<file path="config.mk">
export PLATFORM = sky130hd
export DESIGN_NAME = regfile_wr_arbiter
export DESIGN_NICKNAME = d
export VERILOG_FILES = /design/src/rtl/regfile_pkg.sv /design/src/rtl/rr_arbiter.sv /design/src/rtl/regfile_wr_arbiter.sv
export SDC_FILE = /design/constraint.sdc
export NUM_CORES = 1
export LEC_CHECK = 0
export CORE_MARGIN = 3
export CORE_UTILIZATION = 43
export CTS_BUF_LIST = sky130_fd_sc_hd__clkbuf_8
export CTS_CLUSTER_DIAMETER = 200
export DETAILED_ROUTE_END_ITERATION = 10
export PLACE_DENSITY = 0.84
export RECOVER_POWER = 100
export SLEW_MARGIN = 20
export SYNTH_ARGS = -nofsm -noshare
export SYNTH_HDL_FRONTEND = slang
export SYNTH_HIERARCHICAL = 1
export SYNTH_SLANG_ARGS = --single-unit
</file>
<file path="constraint.sdc">
create_clock -name clk -period 2.9 [get_ports clk]
set_clock_uncertainty 0.15 [all_clocks]
set_input_delay 0.58 -clock clk [delete_from_list [all_inputs] [get_ports clk]]
set_output_delay 0.58 -clock clk [all_outputs]
set_load 0.01 [all_outputs]
</file>
<file path="src/rtl/regfile_pkg.sv">
// Shared widths and types for the register file write path.
// PC_ADDR is never written through the port.
package regfile_pkg;

  localparam int AW = 4;
  localparam int DW = 32;

  localparam logic [3:0] PC_ADDR = 4'd15;

  typedef struct packed {
    logic [AW-1:0] addr;
    logic [DW-1:0] data;
  } wr_req_t;

endpackage

</file>
<file path="src/rtl/rr_arbiter.sv">
// Round-robin arbiter: searches from ptr+1 upward, wrapping.
// Grants at most one requester, and none when en is low.
module rr_arbiter #(
  parameter  int N  = 2,
  localparam int PW = (N > 1) ? $clog2(N) : 1
) (
  input  logic [N-1:0]  req,
  input  logic [PW-1:0] ptr,
  input  logic          en,
  output logic [N-1:0]  gnt
);

  logic [PW-1:0] idx;
  logic          found;

  // first valid requester after the last one granted
  always_comb begin
    gnt   = '0;
    found = 1'b0;
    idx   = '0;
    for (int k = 1; k <= N; k++) begin
      idx = PW'((int'(ptr) + k) % N);
      if (en && !found && req[idx]) begin
        gnt[idx] = 1'b1;
        found    = 1'b1;
      end
    end
  end

endmodule

</file>
<file path="src/rtl/regfile_wr_arbiter.sv">
// Shares the register file write port among NREQ writers.
// Writes to the PC register are accepted but dropped and counted.
module regfile_wr_arbiter #(
  parameter  int NREQ = 2,
  parameter  int AW   = regfile_pkg::AW,
  parameter  int DW   = regfile_pkg::DW,
  localparam int IW   = (NREQ > 1) ? $clog2(NREQ) : 1,
  localparam int PM   = 1 << AW
) (
  input  logic             clk,
  input  logic             rst_n,
  input  logic [NREQ-1:0]  req_valid,
  output logic [NREQ-1:0]  req_ready,
  input  logic [NREQ*AW-1:0] req_addr,
  input  logic [NREQ*DW-1:0] req_data,
  input  logic             stall,
  output logic             we3,
  output logic [AW-1:0]    ra3,
  output logic [DW-1:0]    wd3,
  output logic [IW-1:0]    grant_id,
  output logic [PM-1:0]    pend_mask,
  output logic [7:0]       drop_cnt
);

  logic [IW-1:0]   last_grant;
  logic [IW-1:0]   gid;
  logic [NREQ-1:0] gnt;
  logic            any;
  logic            to_pc;
  logic [AW-1:0]   sel_addr;
  logic [DW-1:0]   sel_data;

  rr_arbiter #(.N(NREQ)) u_arb (
    .req (req_valid),
    .ptr (last_grant),
    .en  (!stall && rst_n),
    .gnt (gnt)
  );

  assign req_ready = gnt;
  assign any       = |gnt;

  // one-hot grant to index
  always_comb begin
    gid = '0;
    for (int i = 0; i < NREQ; i++) begin
      if (gnt[i]) gid = IW'(i);
    end
  end

  assign sel_addr = req_addr[gid*AW +: AW];
  assign sel_data = req_data[gid*DW +: DW];
  assign to_pc    = (sel_addr == AW'(regfile_pkg::PC_ADDR));

  // pointer, output stage and dropped-write counter
  always_ff @(posedge clk or negedge rst_n) begin
    if (!rst_n) begin
      last_grant <= IW'(NREQ - 1);
      we3        <= 1'b0;
      ra3        <= '0;
      wd3        <= '0;
      grant_id   <= '0;
      pend_mask  <= '0;
      drop_cnt   <= '0;
    end else begin
      if (any) last_grant <= gid;
      if (any && !to_pc) begin
        we3       <= 1'b1;
        ra3       <= sel_addr;
        wd3       <= sel_data;
        grant_id  <= gid;
        pend_mask <= {{(PM-1){1'b0}}, 1'b1} << sel_addr;
      end else begin
        we3       <= 1'b0;
        pend_mask <= '0;
      end
      if (any && to_pc && drop_cnt != 8'hFF) begin
        drop_cnt <= drop_cnt + 8'd1;
      end
    end
  end

endmodule

</file>
Yosys cells after proc, flatten, opt, wreduce, memory -nomap -nowiden --
Cells that the tools add are included.
Operators by class: $lt $le $gt $ge 4, shift-type cells 3, add/subtract/negate cells 3, multiplexer cells 14, bitwise logic cells 1, equal/unequal tests 2, reductions and logical operators 13
Operators by type and width (number):
- $shiftx A64 B7 Y32 | 1
- $mux W16 | 1
- $shl A1 B4 Y16 const A | 1
- $logic_and A1 B1 Y1 | 9
- $mux W1 | 9
- $add A8 B1 Y8 const B | 1
- $ne A8 B8 Y1 const B | 1
- $shiftx A8 B4 Y4 | 1
- $eq A4 B4 Y1 const B | 1
- $lt A1 B2 Y1 const B | 2
- $mux W2 | 2
- $logic_not A1 Y1 | 3
- $add A1 B1 Y1 const B | 2
- $demux W1 S1 | 2
- $ge A1 B1 Y1 const B | 2
- $or A2 B2 Y2 | 1
- $reduce_or A2 Y1 | 1
Storage, ports and cells: input port bits 77, output and inout bits 64, register bits after elaboration 63

Logic depth before layout (Yosys ltp) --
word-level depth 15, depth in mapped cells 10

Cells and area by module --
Netlist, hierarchy kept.
Modules (own cells, without submodules):
- regfile_wr_arbiter | instances 1, cells an instance 221, sequential area each 1577.8 µm², area an instance 3057.9 µm²
- rr_arbiter | instances 1, cells an instance 5, sequential area each 0.0 µm², area an instance 21.3 µm²

Worst setup path after synthesis --
No wires, ideal clock.
path kind input-to-reg, from input port rst_n, to register wd3[0], stages 10, setup slack 253 ps, data arrival time 2371 ps, library setup time 125 ps, path through nor2b_1 > nand2_1 > a21oi_1 > buf_4 > and3b_2 > o22ai_4 > o21a_4 > buf_8 > buf_12 > mux2_4
On the way: longest elaborated chain between the ends 12, elaborated cells on any way between the ends 16, classes of those cells eq/ne (1); shift (2); mux (4); bitwise (1); reduce/logical (8)
RTL lines:
- from (decl) | RTL line regfile_wr_arbiter.sv:11 | input logic rst_n,
- $logic_and A1 B1 Y1 * | RTL line regfile_wr_arbiter.sv:36 | .en (!stall && rst_n),
- $logic_and A1 B1 Y1 | RTL line rr_arbiter.sv:23 | if (en && !found && req[idx]) begin
- $mux W1 | RTL line rr_arbiter.sv:23
- $logic_not A1 Y1 | RTL line rr_arbiter.sv:23
- $logic_and A1 B1 Y1 (2 in series) | RTL line rr_arbiter.sv:23
- $mux W2 * | RTL line rr_arbiter.sv:23
- named net req_ready[1] | RTL line regfile_wr_arbiter.sv:13 | output logic [NREQ-1:0] req_ready,
- $mux W1 | RTL line regfile_wr_arbiter.sv:47 | if (gnt[i]) gid = IW'(i);
- $shiftx A8 B4 Y4 | RTL line regfile_wr_arbiter.sv:51 | assign sel_addr = req_addr[gid*AW +: AW];
- $eq A4 B4 Y1 | RTL line regfile_wr_arbiter.sv:53 | assign to_pc = (sel_addr == AW'(regfile_pkg::PC_ADDR));
- $logic_not A1 Y1 | RTL line regfile_wr_arbiter.sv:67 | if (any && !to_pc) begin
- $logic_and A1 B1 Y1 | RTL line regfile_wr_arbiter.sv:67
- to (signal assigned) | RTL line regfile_wr_arbiter.sv:70 | wd3 <= sel_data;
- to (decl) | RTL line regfile_wr_arbiter.sv:19 | output logic [DW-1:0] wd3,
The timed path passes the listed nets; every way through them passes the cells marked *. A chain may end at the register's enable or synchronous reset.

Worst setup path after layout --
from input port stall, to output port req_ready[0]
On the way: longest elaborated chain between the ends 8, elaborated cells on any way between the ends 10, classes of those cells mux (3); bitwise (1); reduce/logical (6)
RTL lines:
- from (decl) | RTL line regfile_wr_arbiter.sv:16 | input logic stall,
- $logic_not A1 Y1 * | RTL line regfile_wr_arbiter.sv:36
- $logic_and A1 B1 Y1 * | RTL line regfile_wr_arbiter.sv:36
- $logic_and A1 B1 Y1 | RTL line rr_arbiter.sv:23
- $mux W1 | RTL line rr_arbiter.sv:23
- $logic_not A1 Y1 | RTL line rr_arbiter.sv:23
- $logic_and A1 B1 Y1 (2 in series) | RTL line rr_arbiter.sv:23
- $mux W2 * | RTL line rr_arbiter.sv:23
- to (decl) | RTL line regfile_wr_arbiter.sv:13
Every way passes the cells marked *; elsewhere a longest branch is shown, timed or not.

==> results.yml <==
outcome:
  status: "complete, but fails checks"
  violations: "capacitance limit, slew limit"
pwr:
  p_leak_nw: 2.09
  p_switching_w: 0.000743
  clkPwrFrac_pct: 34.1
  ir_drop_v: 0.000273
  p_per_area_nw_per_um2: 615
  p_int_w: 0.00217
  combPwrFrac_pct: 26.7
  swShare_pct: 25.5
  power.total_w: 0.00291
  pwr-share-seq_pct: 39.3
sta:
  fin_crit_ps: 2780
  period_share_pct: 95.9
  worst_pin_slew_ps: 1510
  max_freq_ghz: 0.360
  setup_viol: 0
  finalHoldViolCount: 0
  whs_ps: 333
  maxSlewViolCount: 64
  slew_headroom_pct: -0.967
  finalSetupTns_ps: 0
  grt_setup_unrepaired: "no"
critical_path:
  crit_path_start_kind: "input pin"
  reg2regPathDepth: 7
  crit_path_top_delay_cell: "clkdlybuf4s50_1"
  critPathCaptureType: "output pin"
  cp_cell_sequence: "clkdlybuf4s50_1 > nor2b_1 > nand2_1 > a21oi_1 > clkdlybuf4s50_1"
  worstPathArrival_ps: 2050
  path_max_fanout: 3
  cp_num_cells: 5
  max_stage_delay_ps: 610
  worst_path_most_repeated_cell: "clkdlybuf4s50_1"
  cp.buffers_inverters: 2
  cp.required_ps: 2170
  worstSetupPathType: "input pin to output pin"
  crit_family: "buffers and inverters"
routing:
  drtIter0Drc: 54
  dr.pass1.iters: 4
  drc: 0
  ant_nets: 0
  num_vias: 2294
  post_drt_wl_per_cell_um: 15.5
  drt-vias-per-instance: 4.80
  finalWirelength_um: 7400
job:
  max-cap-violations: 1
layout:
  final_nets: 455
  drive_above_1_share_pct: 17.8
  syn_to_final_growth_pct: 53.8
  fin_area_um2: 4740
  num_antenna_cells: 0
  fillCellCount: 523
floorplan:
  die_area_um2: 8210
  die_height_um: 90.6
  die_x_um: 90.6
  start_util_pct: 44.8
  row_count: 30
  core-area_um2: 6870
  io_pins: 141
grt:
  antenna_found_initial: 0
  grt_use_met1_pct: 23.3
  gr-usage-met2_pct: 30.8
  top_usage_layer: "met2"
  grt_max_degree: 64
  track_usage_pct: 18.8
  use_met3_pct: 5.42
  grt_pass1_wl_um: 12200
  grt-ovfl-total: 0
  grt_pass1_vias: 2399
synthesis:
  synth_top_area_cell: "dfrtp_1"
  netlist_area_um2: 3080
  synth_common_cells: "62 x dfrtp_1, 35 x mux2_2, 29 x mux2_4"
  yosysMostFrequentCell: "dfrtp_1"
  synth_seq_area_share_pct: 51.2
  synth_cell_types: 42
  netlist_instances: 226
  synth.top_cell.area_share_pct: 50.4
  synth_area_leaders: "dfrtp_1 50%, mux2_4 14%, mux2_2 13%, mux2_1 2.6%, nor2_1 2.3%"
  synth_warnings: 6
  synth_edf_count: 0
  avgSynthCellArea_um2: 13.6
  syn_nets: 304
  async_flop_share_pct: 100
  synth_ff_type: "dfrtp_1"
  synth-seq-cells: 63
place:
  dpl.hpwl_um: 5560
  gp_congestion: 0.811
  portBuffers: 140
  place_area_um2: 4610
cts:
  cts_max_level: 3
  ctsHoldBuffers: 0
  clock-sinks: 63
  postCtsSetupBuffers: 0
  cts_buffers: 9
  cts_root_buf: "clkbuf_8"
  path_clk_slew_ps: 70
  clk_latency_ps: 340
  cts_buffer_depth: 2
  tritoncts: "yes"
  ctsResizeCount: 0
hold_path:
  hold_depth: 1
  min_path_type: "flop to flop"
## worst register-to-register path: stages (launching register included)
cell      delay (ps)
dfstp_2          570
a21oi_4           80
clkbuf_1         180
and3_1           230
o22ai_4          200
o21a_4           170
buf_6            200
mux2_1           350
## kinds of logic (layout without fill, tap and decap cells)
kind of cell | after synthesis | count (layout) | share of synthesized area [%]
muxes | 72 | 72 | 29.8
DFF | 63 | 63 | 51.2
and+or+nand+nor | 48 | 48 | 7.72
AOI/OAI and AO/OA | 18 | 18 | 4.75
buffers and inverters | 17 | 173 | 4.23
xor gates and xnor gates | 6 | 6 | 1.71
adders and majority gates | 1 | 1 | 0.406
other | 1 | 1 | 0.122
## cells in the final DEF, fill, tap and decap left out, types with 6 or more instances in the layout
master	netlist	routed
dlygate4sd3_1	0	63
inv_1	6	7
mux2_1	7	31
clkbuf_8	0	9
dfrtp_1	62	62
mux2_2	35	35
nand2_1	7	7
nor2_1	19	19
xor2_1	6	6
clkdlybuf4s50_1	0	76
## flip-flops by register name (all words and copies together) (netlist names)
name        cells
we3             1
ra3             4
drop_cnt        8
wd3            32
last_grant      1
pend_mask      16
grant_id        1
## power by group through the flow
stage / sequential, W / clock, W / combinational (W)
2_1_floorplan: 0.00124 / 0 / 0.000331
3_3_place_gp: 0.00117 / 0 / 0.000917
3_5_place_dp: 0.00117 / 0 / 0.000940
4_1_cts: 0.00116 / 0.00101 / 0.000943
5_1_grt: 0.00117 / 0.00105 / 0.000833
6_report: 0.00114 / 0.000992 / 0.000776
## worst paths after layout
kind / start / endpoint / slack [ps]
worst max register to register: last_grant / wd3[29] / 660
worst min-delay path: ra3[3] / ra3[3] / 330
worst min register to register: ra3[3] / ra3[3] / 330
max in group asynchronous: rst_n / wd3[16] / 1030
worst max-delay path: stall / req_ready[0] / 120
min in group asynchronous: rst_n / drop_cnt[5] / 640
## per-layer routing
| metal | up-vias | share of wire (%) | routed length [um] |
|---|---|---|---|
| met4 | 0 | 1.4 | 105 |
| met1 | 1082 | 42 | 3130 |
| met2 | 101 | 49 | 3620 |
| met5 | - | 0 | 0 |
| met3 | 13 | 7.3 | 539 |
| li1 | 1098 | - | - |
## per-stage QoR
| stage | util, % | instances | setup slack, ps |
|---|---|---|---|
| after floorplan | - | 226 | 253 |
| final | 68.9 | 478 | 120 |
| after CTS | 70.9 | 478 | 103 |
| after detailed placement | 67.1 | 462 | 10.1 |
| after global routing | 68.9 | 478 | 35.5 |
| after global placement | 67.1 | 462 | 60.9 |
## layout make-up
class | instances | area, um^2 | area share (%)
flip-flops and latches | 63 | 1580 | 33.3
multi-input cells | 146 | 1290 | 27.3
repair buffers | 151 | 1460 | 30.9
clock inverters | 7 | 136 | 2.88
inverters | 6 | 22.5 | 0.476
clock buffers | 9 | 124 | 2.62
well taps | 96 | 120 | 2.54
(Power assumes the default switching activity.)
